[config.mk]
export PLATFORM = sky130hd
export DESIGN_NAME = pipe_skid_stage
export DESIGN_NICKNAME = d
export VERILOG_FILES = /design/src/rtl/pipe_skid_stage_pkg.sv /design/src/rtl/pipe_skid_stage_sat_cnt.sv /design/src/rtl/pipe_skid_stage.sv
export SDC_FILE = /design/constraint.sdc
export NUM_CORES = 1
export LEC_CHECK = 0
export CORE_MARGIN = 3
export CORE_UTILIZATION = 30
export CTS_BUF_LIST = sky130_fd_sc_hd__clkbuf_8
export CTS_CLUSTER_DIAMETER = 100
export DETAILED_ROUTE_END_ITERATION = 16
export GPL_TIMING_DRIVEN = 0
export PLACE_DENSITY_LB_ADDON = 0.25
export SYNTH_ARGS = -nofsm -noshare
export SYNTH_HDL_FRONTEND = slang
export SYNTH_SLANG_ARGS = --single-unit
export TNS_END_PERCENT = 10
[constraint.sdc]
create_clock -name clk -period 3.8 [get_ports clk]
set_input_delay 0.95 -clock clk [delete_from_list [all_inputs] [get_ports clk]]
set_output_delay 0.95 -clock clk [all_outputs]
set_load 0.01 [all_outputs]
[src/rtl/pipe_skid_stage_pkg.sv]
// Shared types and defaults for the pipeline skid stage.
// The state enum mirrors {m_v,s_v} and is used only for decode, assertions and debug.
package pipe_pkg;

    typedef enum logic [1:0] {
        PS_EMPTY,
        PS_ONE,
        PS_FULL
    } pipe_state_t;

    localparam int PIPE_DATA_W_DFLT = 160;

    function automatic pipe_state_t pipe_state(input logic m_v, input logic s_v);
        if (!m_v) begin
            return PS_EMPTY;
        end
        return s_v ? PS_FULL : PS_ONE;
    endfunction

endpackage

[src/rtl/pipe_skid_stage_sat_cnt.sv]
// Saturating up-counter with synchronous clear, used for the optional stage perf counters.
module pipe_sat_cnt #(
    parameter int WIDTH = 32
) (
    input  logic             clk,
    input  logic             rstn,
    input  logic             inc,
    input  logic             clr,
    output logic [WIDTH-1:0] count
);

    always_ff @(posedge clk or negedge rstn) begin
        if (!rstn) begin
            count <= '0;
        end else if (clr) begin
            count <= '0;
        end else if (inc && (count != '1)) begin
            count <= count + 1'b1;
        end
    end

endmodule

[src/rtl/pipe_skid_stage.sv]
// Pipeline boundary register with valid/ready handshake and a 2-entry skid buffer.
// Optional perf counters perf_full/perf_flush are present when PIPE_STAGE_PERF_EN is defined.
module pipe_skid_stage
    import pipe_pkg::*;
#(
    parameter int DATA_W      = PIPE_DATA_W_DFLT,
    parameter bit ZERO_ON_INV = 1'b1
) (
    input  logic              clk,
    input  logic              rstn,
    input  logic              hold,
    input  logic              flush,
    input  logic              in_valid,
    output logic              in_ready,
    input  logic [DATA_W-1:0] in_data,
    output logic              out_valid,
    input  logic              out_ready,
    output logic [DATA_W-1:0] out_data
`ifdef PIPE_STAGE_PERF_EN
    ,
    output logic [31:0]       perf_full,
    output logic [31:0]       perf_flush
`endif
);

    logic              m_v, s_v;
    logic [DATA_W-1:0] m_d, s_d;
    logic              m_v_nxt, s_v_nxt;
    logic [DATA_W-1:0] m_d_nxt, s_d_nxt;
    logic              put, take;
    pipe_state_t       state;

    // in_ready depends only on the skid flag and the stall, never on out_ready.
    assign in_ready  = ~s_v & ~hold;
    assign out_valid = m_v;
    assign out_data  = m_d;
    assign put       = in_valid & in_ready & ~flush;
    assign take      = m_v & out_ready & ~hold;
    assign state     = pipe_state(m_v, s_v);

    always_comb begin
        m_v_nxt = m_v;
        s_v_nxt = s_v;
        m_d_nxt = m_d;
        s_d_nxt = s_d;
        if (flush) begin
            m_v_nxt = 1'b0;
            s_v_nxt = 1'b0;
            if (ZERO_ON_INV) begin
                m_d_nxt = '0;
                s_d_nxt = '0;
            end
        end else begin
            // hold forces put and take low, so a stalled stage falls through unchanged.
            case (state)
                PS_EMPTY: begin
                    if (put) begin
                        m_v_nxt = 1'b1;
                        m_d_nxt = in_data;
                    end
                end
                PS_ONE: begin
                    if (put && take) begin
                        m_d_nxt = in_data;
                    end else if (put) begin
                        s_v_nxt = 1'b1;
                        s_d_nxt = in_data;
                    end else if (take) begin
                        m_v_nxt = 1'b0;
                        if (ZERO_ON_INV) begin
                            m_d_nxt = '0;
                        end
                    end
                end
                PS_FULL: begin
                    if (take) begin
                        m_d_nxt = s_d;
                        s_v_nxt = 1'b0;
                        if (ZERO_ON_INV) begin
                            s_d_nxt = '0;
                        end
                    end
                end
                default: begin
                    m_v_nxt = 1'b0;
                    s_v_nxt = 1'b0;
                end
            endcase
        end
    end

    always_ff @(posedge clk or negedge rstn) begin
        if (!rstn) begin
            m_v <= 1'b0;
            s_v <= 1'b0;
            m_d <= '0;
            s_d <= '0;
        end else begin
            m_v <= m_v_nxt;
            s_v <= s_v_nxt;
            m_d <= m_d_nxt;
            s_d <= s_d_nxt;
        end
    end

`ifdef PIPE_STAGE_PERF_EN
    // A flush counts when it kills a held beat or one that would have been accepted.
    pipe_sat_cnt #(.WIDTH(32)) u_perf_full (
        .clk   (clk),
        .rstn  (rstn),
        .inc   (m_v & s_v & ~flush),
        .clr   (1'b0),
        .count (perf_full)
    );

    pipe_sat_cnt #(.WIDTH(32)) u_perf_flush (
        .clk   (clk),
        .rstn  (rstn),
        .inc   (flush & (m_v | (in_valid & in_ready))),
        .clr   (1'b0),
        .count (perf_flush)
    );
`endif

    a_no_orphan_skid: assert property (@(posedge clk) disable iff (!rstn)
        !(s_v && !m_v));

    a_out_stable: assert property (@(posedge clk) disable iff (!rstn)
        (out_valid && !out_ready && !flush) |=> $stable(out_data));

endmodule

==> out/results.tsv, run 1 <==
stage	metric	value	unit
run_status	status	finished clean	
floorplanning	die_w	241	µm
finish	final_nets	2012	
grt	met1_usage	24.0	%
sta	fin_skew	0.0376	ns
yosys	ys_ff_latch	322	
detailed_routing	ant_nets	0	
clock_network	clk_pin_slew	0.06	ns
pwr	power.leakage	9.61	nW
floorplanning	die_area	58100	µm²
yosys	syn_inst	1454	
sta	whs	0.312	ns
pwr	cellPowerDensity	376	nW/µm²
finish	layout_common_cells	325 x clkdlybuf4s50_1, 322 x dfrtp_1, 267 x mux2i_1	
pwr	swShare	27.2	%
finish	final_area	22100	µm²
setup_path	start_kind	primary input	
detailed_routing	firstDrtPassIters	5	
setup_path	crit_arrival	4.20	ns
setup_path	slowest_delay	1.00	ns
yosys	seq_area_frac_synth	48.6	%
detailed_routing	via_per_inst	5.04	
grt	grtUsageMet3	5.01	%
placed_design	numPortBuffers	326	
setup_path	worst_ep_required_time	4.36	ns
setup_path	cp_max_fo	10	
clock_network	htreeDepth	2	
setup_path	path_delay_family	buffers and inverters	
setup_path	path_buf_inv	3	
placed_design	place_congestion	0.793	
floorplanning	core	54200	µm²
grt	grt_pass1_vias	14016	
pwr	seqPwrFrac	43.5	%
placed_design	dp_hpwl	37.9	mm
flow_run	drv_cap	0	
detailed_routing	drt_iter0_markers	513	
yosys	yosys.area.top_type	dfrtp_1	
sta	rsz0062_at_grt	false	
grt	gr-usage-met2	30.0	%
grt	antenna_found_initial	7	
floorplanning	ioPinCount	328	
detailed_routing	vias	13081	
pwr	combPwrFrac	13.8	%
clock_network	cts_hold_buf	0	
pwr	power_frac_clock	42.7	%
finish	post_route_cells_drive_above_1_share	8.28	%
hold_path	hold_path_class	in -> async	
detailed_routing	wl_per_cell	20.9	µm
placed_design	place_area	20800	µm²
yosys	syn_area_per_cell	11.4	µm²
floorplanning	dieHeight	241	µm
clock_network	cts_tree	yes	
pwr	p_int	0.00605	W
finish	syn_to_final_growth	33.2	%
floorplanning	start_util	30.5	%
sta	fin_crit_sh	95.7	%
finish	final_common_cell	clkdlybuf4s50_1	
sta	slew_viol_final	0	
sta	hold_violations	0	
clock_network	cts_buffer_depth	3	
clock_network	cts_setup_buffers	0	
floorplanning	num_rows	85	
yosys	yosys-top-cells-area	dfrtp_1 49%, mux2i_1 16%, nand3b_1 9.7%	
clock_network	clk_latency	0.68	ns
grt	grt_max_degree	116	
clock_network	post_cts_resized	0	
sta	min_period	3.64	ns
grt	grt_pass1_wl	83.6	mm
sta	relSlewSlack	15.1	%
clock_network	cts_buffers	61	
sta	fmax	275	MHz
setup_path	critical_path_class	in -> reg	
detailed_routing	drc	0	
yosys	synth_nets	1620	
yosys	synthDistinctLibCells	27	
sta	worst_pin_slew	1.27	ns
grt	track_usage	18.4	%
setup_path	end_kind	register	
finish	post-route-util	40.7	%
grt	busiest_layer	met2	
pwr	p_switching	0.00226	W
grt	grt_overflow	0	
pwr	ir_worst_vdd	0.000251	V
setup_path	path_cells	clkdlybuf4s50_1 -> nor4b_1 -> a211oi_2 -> clkbuf_1 -> buf_2 -> o2bb2ai_1	
clock_network	clock-sinks	322	
yosys	netlist_area	16600	µm²
yosys	ys_warn_count	0	
setup_path	slowest_stage	clkbuf_1	
yosys	synth_top_area_share	48.6	%
sta	setup_viol	0	
clock_network	clock-root-buffer	clkbuf_8	
detailed_routing	wl	54.3	mm
power by group through the flow:
| stage | clock, W | combinational (W) | sequential (W) |
|---|---|---|---|
| CTS | 0.00368 | 0.00117 | 0.00361 |
| floorplan | 0 | 0.000452 | 0.00370 |
| finish | 0.00355 | 0.00115 | 0.00361 |
| global route | 0.00383 | 0.00125 | 0.00362 |
| detailed placement | 0 | 0.00116 | 0.00367 |
| global placement | 0 | 0.00114 | 0.00368 |
synth_stat cells (all sizes together):
| cell type | n |
|---|---|
| or3b | 3 |
| dfrtp | 322 |
| nor2 | 2 |
| nor4b | 1 |
| a22o | 53 |
| nand3 | 53 |
| nand2 | 3 |
| clkbuf | 95 |
| o221ai | 53 |
| o2bb2ai | 107 |
| a211oi | 2 |
| a21boi | 2 |
| a21bo | 1 |
| nand3b | 213 |
| o2111ai | 1 |
| a21oi | 2 |
| nand2b | 162 |
| buf | 58 |
| inv | 53 |
| nor2b | 1 |
| mux2i | 267 |
cells by family after synthesis:
group,after synthesis,synth area share [%]
compound gates,221,11.7
buf+inv,206,5.81
flops,322,48.6
mux,267,16.1
simple gates,438,17.7
layer usage:
layer,share of wire [%],wire (µm),vias to the layer above
met4,2.1,1130,4
met1,44,23700,6576
met2,48,25900,350
met3,6.5,3550,77
met5,0.039,21,-
li1,-,-,6074
per-stage QoR:
| stage | worst slack (ns) | cells | power (W) | TNS (ns) |
|---|---|---|---|---|
| after floorplan | 1.62 | 1454 | 0.00415 | 0 |
| after global placement | -13.07 | 2476 | 0.00481 | -4242.26 |
| after detailed placement | -0.638 | 2479 | 0.00483 | -58.07 |
| after CTS | 0.0723 | 2592 | 0.00846 | 0 |
| after global routing | 0.00188 | 2594 | 0.00870 | 0 |
| final | 0.163 | 2596 | 0.00830 | 0 |
sequential cells by signal (all words and copies together) (netlist names):
| register | cells |
|---|---|
| s_d | 160 |
| out_data | 160 |
| out_valid | 1 |
| s_v | 1 |
path summary, 6_finish.rpt:
kind,startpoint,cells past startpoint,to,slack (ns)
max,in_valid,6,out_data[77]$_DFFE_PN0P_,0.16
min,rstn,1,out_data[14]$_DFFE_PN0P_,0.31
max reg2reg,out_valid$_DFFE_PN0P_,5,out_data[77]$_DFFE_PN0P_,0.53
min reg2reg,out_data[157]$_DFFE_PN0P_,1,out_data[157]$_DFFE_PN0P_,0.48
max in group asynchronous,rstn,3,out_data[90]$_DFFE_PN0P_,1.89
min in group clk,out_data[157]$_DFFE_PN0P_,1,out_data[157]$_DFFE_PN0P_,0.48
worst reg2reg max path: stages (launching register included):
cell and delay (ns):
dfrtp_1 0.44, nor2b_1 0.21, a211oi_2 0.94, clkbuf_1 1.01
buf_2 0.44, o2bb2ai_1 0.16
cell type report:
type	count	area [µm²]
fillers	5245	32200
flip-flops and latches	322	8060
plain buffers	153	763
clock buffers	83	1140
repair buffers	329	3340
clock inverters	30	136
multi-input cells	926	7550
inverters	53	199
diodes	4	10.0
well taps	696	871
(Power assumes the default switching activity.)
==> inputs of run 2 (changes only) <==
CAP_MARGIN = 20   (was default)
DONT_BUFFER_PORTS = 1   (was default)
SLEW_MARGIN = 20   (was default)
==> run 2 against run 1 <==
Effect of this change:
- the run now ends with negative hold slack left
- sequential share of layout area up 6.7 points
- maximum frequency up 23%
- register-to-register slack better by 0.31 ns
- clock-buffer cell count down 8
- global-route usage down 0.70 points
- cell count down 13%
- power down 7.6%
- critical path depth down 1
- critical endpoint unchanged
- largest cell class unchanged
- largest power group unchanged
- highest routed layer is now met4
==> out/results.tsv, run 2 (synthesis gave the netlist of run 1 again) <==
stage	metric	value	unit
run_status	status	finished with violations	
run_status	violations	negative hold slack	
sta	fin_crit_sh	77.9	%
finish	final_nets	1685	
setup_path	crit_arrival	3.53	ns
pwr	power.leakage	8.35	nW
setup_path	critical_path_class	reg -> reg	
placed_design	numPlacedInstances	2151	
sta	fin_skew	0.0359	ns
sta	rsz0062_at_grt	false	
clock_network	htreeDepth	2	
grt	met1_usage	21.6	%
setup_path	slowest_delay	0.97	ns
setup_path	reg2reg_depth	5	
sta	hold_violations	7	
sta	whs	-0.0131	ns
grt	busiest_layer	met2	
floorplanning	ioPinCount	328	
detailed_routing	wl_per_cell	23.3	µm
grt	grt_max_degree	323	
grt	antenna_found_initial	3	
sta	min_period	2.96	ns
hold_path	hold_path_class	in -> async	
pwr	power_frac_clock	44.1	%
grt	grtUsageMet3	6.92	%
setup_path	path_cells	nor2b_1 -> a211oi_2 -> clkbuf_2 -> buf_2 -> o2bb2ai_1	
clock_network	clk_latency	0.66	ns
sta	worst_pin_slew	1.15	ns
clock_network	clock-root-buffer	clkbuf_8	
clock_network	clock-sinks	322	
finish	syn_to_final_growth	12.7	%
finish	fin_cells	2257	
floorplanning	dieHeight	241	µm
pwr	ir_worst_vdd	0.000271	V
setup_path	start_kind	register	
pwr	total_power	0.00767	W
pwr	combPwrFrac	7.9	%
floorplanning	die_w	241	µm
floorplanning	num_rows	85	
setup_path	slowest_stage	a211oi_2	
finish	num_antenna_cells	0	
sta	fmax	338	MHz
grt	grt_overflow	0	
detailed_routing	wl	52.7	mm
clock_network	post_cts_resized	0	
grt	track_usage	17.7	%
finish	final_common_cell	dfrtp_1	
finish	layout_common_cells	322 x dfrtp_1, 267 x mux2i_1, 213 x nand3b_1	
placed_design	numPortBuffers	0	
clock_network	clk_pin_slew	0.06	ns
placed_design	place_congestion	0.762	
floorplanning	start_util	30.5	%
grt	gr-usage-met2	28.8	%
pwr	p_int	0.00563	W
detailed_routing	ant_nets	0	
pwr	swShare	26.6	%
sta	setup_viol	0	
floorplanning	core	54200	µm²
finish	post_route_cells_drive_above_1_share	9.03	%
detailed_routing	firstDrtPassIters	5	
pwr	cellPowerDensity	411	nW/µm²
detailed_routing	via_per_inst	5.27	
detailed_routing	drc	0	
setup_path	end_kind	register	
setup_path	cp_max_fo	10	
sta	slew_viol_final	0	
flow_run	drv_cap	0	
floorplanning	die_area	58100	µm²
clock_network	cts_buffer_depth	3	
grt	grt_pass1_wl	79.5	mm
detailed_routing	vias	11886	
placed_design	dp_hpwl	36.6	mm
clock_network	cts_tree	yes	
pwr	seqPwrFrac	48.0	%
clock_network	cts_buffers	61	
setup_path	worst_ep_required_time	4.37	ns
detailed_routing	drt_iter0_markers	673	
pwr	p_switching	0.00204	W
setup_path	rrSetupSlack	0.84	ns
sta	relSlewSlack	23.4	%
grt	grt_pass1_vias	12579	
-- run 2: cell count changes in the layout (fill, tap and decap cells not counted), moves of 2 or more --
cell,change
diode_2,-4
inv_1,+7
clkdlybuf4s50_1,-325
buf_16,-2
clkbuf_8,-8
clkinv_2,-10
-- run 2: cell type report --
class / count / area, µm²
fillers: 5437 / 35600
repair buffers: 2 / 26.3
plain buffers: 153 / 764
well taps: 696 / 871
flip-flops and latches: 322 / 8060
inverters: 53 / 199
multi-input cells: 926 / 7550
clock buffers: 75 / 1030
clock inverters: 30 / 161
-- run 2: power groups by stage --
stage | sequential, W | clock (W) | combinational, W
6_report | 0.00369 | 0.00338 | 0.000605
5_1_grt | 0.00370 | 0.00368 | 0.000668
2_1_floorplan | 0.00370 | 0 | 0.000452
4_1_cts | 0.00369 | 0.00353 | 0.000615
3_5_place_dp | 0.00374 | 0 | 0.000612
3_3_place_gp | 0.00375 | 0 | 0.000599
-- run 2: per-stage QoR --
step | cell area (µm²) | worst slack [ns] | setup TNS [ns] | utilization, %
global placement | 17400 | -0.268 | -18.54 | 32.1
detailed placement | 17500 | 0.246 | 0 | 32.2
finish | 18700 | 0.841 | 0 | 34.4
CTS | 18600 | 0.682 | 0 | 34.4
global route | 18700 | 0.709 | 0 | 34.4
floorplan | 16600 | 1.62 | 0 | -
-- run 2: metal layers --
metal	routed length, µm	part of all wire [%]
met1	21600	41
met2	24700	47
met3	4710	8.9
met4	1680	3.2
met5	0	0
-- run 2: critical path, delay by kind of cell, from the launching register on --
family / cells / cell delay (ns)
buffers and inverters: 2 / 1.03
flip-flops: 1 / 0.49
AND/OR/NAND/NOR: 1 / 0.24
AO/OA/AOI/OAI: 2 / 1.13
-- run 2: path summary, 6_finish.rpt --
kind                                             to                  start
min in group clk                s_d[79]$_DFFE_PN0P_            in_data[79]
max in group asynchronous  out_data[93]$_DFFE_PN0P_                   rstn
min                             s_d[11]$_DFFE_PN0P_                   rstn
max                        out_data[77]$_DFFE_PN0P_  out_valid$_DFFE_PN0P_
min reg2reg                     s_d[29]$_DFFE_PN0P_    s_d[29]$_DFFE_PN0P_
max reg2reg                out_data[77]$_DFFE_PN0P_  out_valid$_DFFE_PN0P_
-- run 2: timing repair --
action / CTS / global route
setup buffers: 0 / 0
endpoints found under the setup margin: 0 / 0
hold endpoints to repair: 322 / 217
==> inputs of run 3 (changes only) <==
clock period = 2.58 ns   (was 3.8 ns; I/O delays follow)
==> run 3 against run 2 <==
Effect of this change:
- the flow still finishes with violations (negative hold slack)
- cell count is 0.13% higher
- die area stayed put
- routed wire length hardly changed
- critical path type is now in -> reg
- largest cell class unchanged
==> out/results.tsv, run 3 (synthesis gave the netlist of run 1 again) <==
stage	metric	value	unit
sta	relSlewSlack	24.9	%
finish	num_antenna_cells	0	
sta	fmax	422	MHz
finish	syn_to_final_growth	12.9	%
setup_path	critical_path_class	in -> reg	
finish	fin_cells	2260	
setup_path	end_kind	register	
placed_design	dpl_worst_slack	-0.669	ns
sta	fin_skew	0.0322	ns
detailed_routing	via_per_inst	5.25	
clock_network	cts_buffers	61	
grt	grt_pass1_vias	12587	
clock_network	cts_tree	yes	
finish	final_common_cell	dfrtp_1	
floorplanning	ioPinCount	328	
run_status	violations	negative hold slack	
floorplanning	dieHeight	241	µm
sta	slew_viol_final	0	
clock_network	htreeDepth	2	
sta	setup_viol	0	
sta	fin_crit_sh	91.8	%
detailed_routing	wl_per_cell	23.3	µm
floorplanning	start_util	30.5	%
sta	worst_pin_slew	1.13	ns
detailed_routing	drt_iter0_markers	717	
setup_path	cp_max_fo	10	
placed_design	place_congestion	0.762	
finish	final_nets	1688	
detailed_routing	ant_nets	0	
clock_network	clock-root-buffer	clkbuf_8	
setup_path	slowest_stage	clkbuf_1	
sta	whs	-0.318	ns
sta	min_period	2.37	ns
floorplanning	num_rows	85	
clock_network	clk_latency	0.66	ns
detailed_routing	wl	52.7	mm
pwr	power.leakage	8.37	nW
placed_design	dp_hpwl	36.6	mm
placed_design	numPortBuffers	0	
finish	layout_common_cells	322 x dfrtp_1, 267 x mux2i_1, 213 x nand3b_1	
pwr	ir_worst_vdd	0.000400	V
setup_path	crit_arrival	2.89	ns
detailed_routing	firstDrtPassIters	4	
grt	grt_overflow	0	
grt	grt_max_degree	323	
floorplanning	die_w	241	µm
clock_network	cts_buffer_depth	3	
setup_path	slowest_delay	0.89	ns
flow_run	drv_cap	0	
setup_path	start_kind	primary input	
sta	hold_violations	322	
run_status	status	finished with violations	
finish	post_route_cells_drive_above_1_share	9.53	%
setup_path	cpMostUsedCell	clkbuf_1	
hold_path	hold_path_class	in -> async	
placed_design	numPlacedInstances	2151	
detailed_routing	drc	0	
grt	grt_pass1_wl	79.6	mm
detailed_routing	vias	11870	
sta	rsz0062_at_grt	false	
grt	track_usage	17.7	%
floorplanning	die_area	58100	µm²
clock_network	clock-sinks	322	
grt	antenna_found_initial	4	
setup_path	path_cells	clkbuf_1 -> clkbuf_1 -> clkbuf_1 -> nand3b_1 -> o221ai_1 -> a22o_1	
clock_network	clk_pin_slew	0.06	ns
pwr	cellPowerDensity	605	nW/µm²
sta	fin_ws	0.212	ns
setup_path	worst_ep_required_time	3.10	ns
floorplanning	core	54200	µm²
-- run 3: changes by cell type in the layout (fill, tap and decap cells not counted), sizes merged --
cell / change
buf: +3
-- run 3: report_power, final --
group / switching (W) / internal (W) / leakage [nW]
clock: 0.00229 / 0.00269 / 0.689
sequential: 0.000211 / 0.00522 / 4.44
combinational: 0.000503 / 0.000396 / 3.25
-- run 3: metal layers --
metal / vias to the layer above / global-route usage, % / routed length, µm
met3: 87 / 6.91 / 4620
met1: 5998 / 21.6 / 21700
met2: 357 / 28.9 / 24800
met5: - / 0 / 0
li1: 5428 / - / -
met4: 0 / 5.58 / 1590
-- run 3: area by class of cell --
| class | count | area (µm²) |
|---|---|---|
| fillers | 5435 | 35500 |
| flip-flops and latches | 322 | 8060 |
| multi-input cells | 926 | 7560 |
| clock buffers | 75 | 1030 |
| well taps | 696 | 871 |
| plain buffers | 153 | 773 |
| inverters | 53 | 199 |
| clock inverters | 30 | 161 |
| repair buffers | 5 | 41.3 |
-- run 3: through the flow --
stage	cell area, µm²	utilization (%)	setup TNS [ns]	hold WS [ns]	total power [W]
2_1_floorplan	16600	-	0	0.349	0.00612
3_3_place_gp	17400	32.1	-163.48	0.358	0.00640
3_5_place_dp	17500	32.2	-116.69	0.360	0.00642
4_1_cts	18700	34.4	0	-0.392	0.0115
5_1_grt	18700	34.5	0	-0.379	0.0119
6_report	18700	34.5	0	-0.318	0.0113
-- run 3: critical path: cells and delay by family --
kind,cells,cell delay [ns]
buffers and inverters,3,1.71
AND/OR/NAND/NOR,1,0.16
AO/OA/AOI/OAI,2,0.36
-- run 3: path summary, 6_finish.rpt --
kind / from / to / slack [ns] / cells after the start
max: flush / out_data[126]$_DFFE_PN0P_ / 0.21 / 6
min: rstn / s_d[11]$_DFFE_PN0P_ / -0.32 / 0
max reg2reg: s_v$_DFFE_PN0P_ / out_data[77]$_DFFE_PN0P_ / 0.23 / 6
min reg2reg: s_d[94]$_DFFE_PN0P_ / s_d[94]$_DFFE_PN0P_ / 0.54 / 2
max in group asynchronous: rstn / out_data[93]$_DFFE_PN0P_ / 2.42 / 0
min in group clk: in_data[79] / s_d[79]$_DFFE_PN0P_ / 0.15 / 2
-- run 3: timing repair --
item	in CTS	in global routing
endpoints found under the hold margin	322	322
setup buffers	0	4
pin swaps	0	1
endpoints found under the setup margin	204	47
resized for setup	6	3
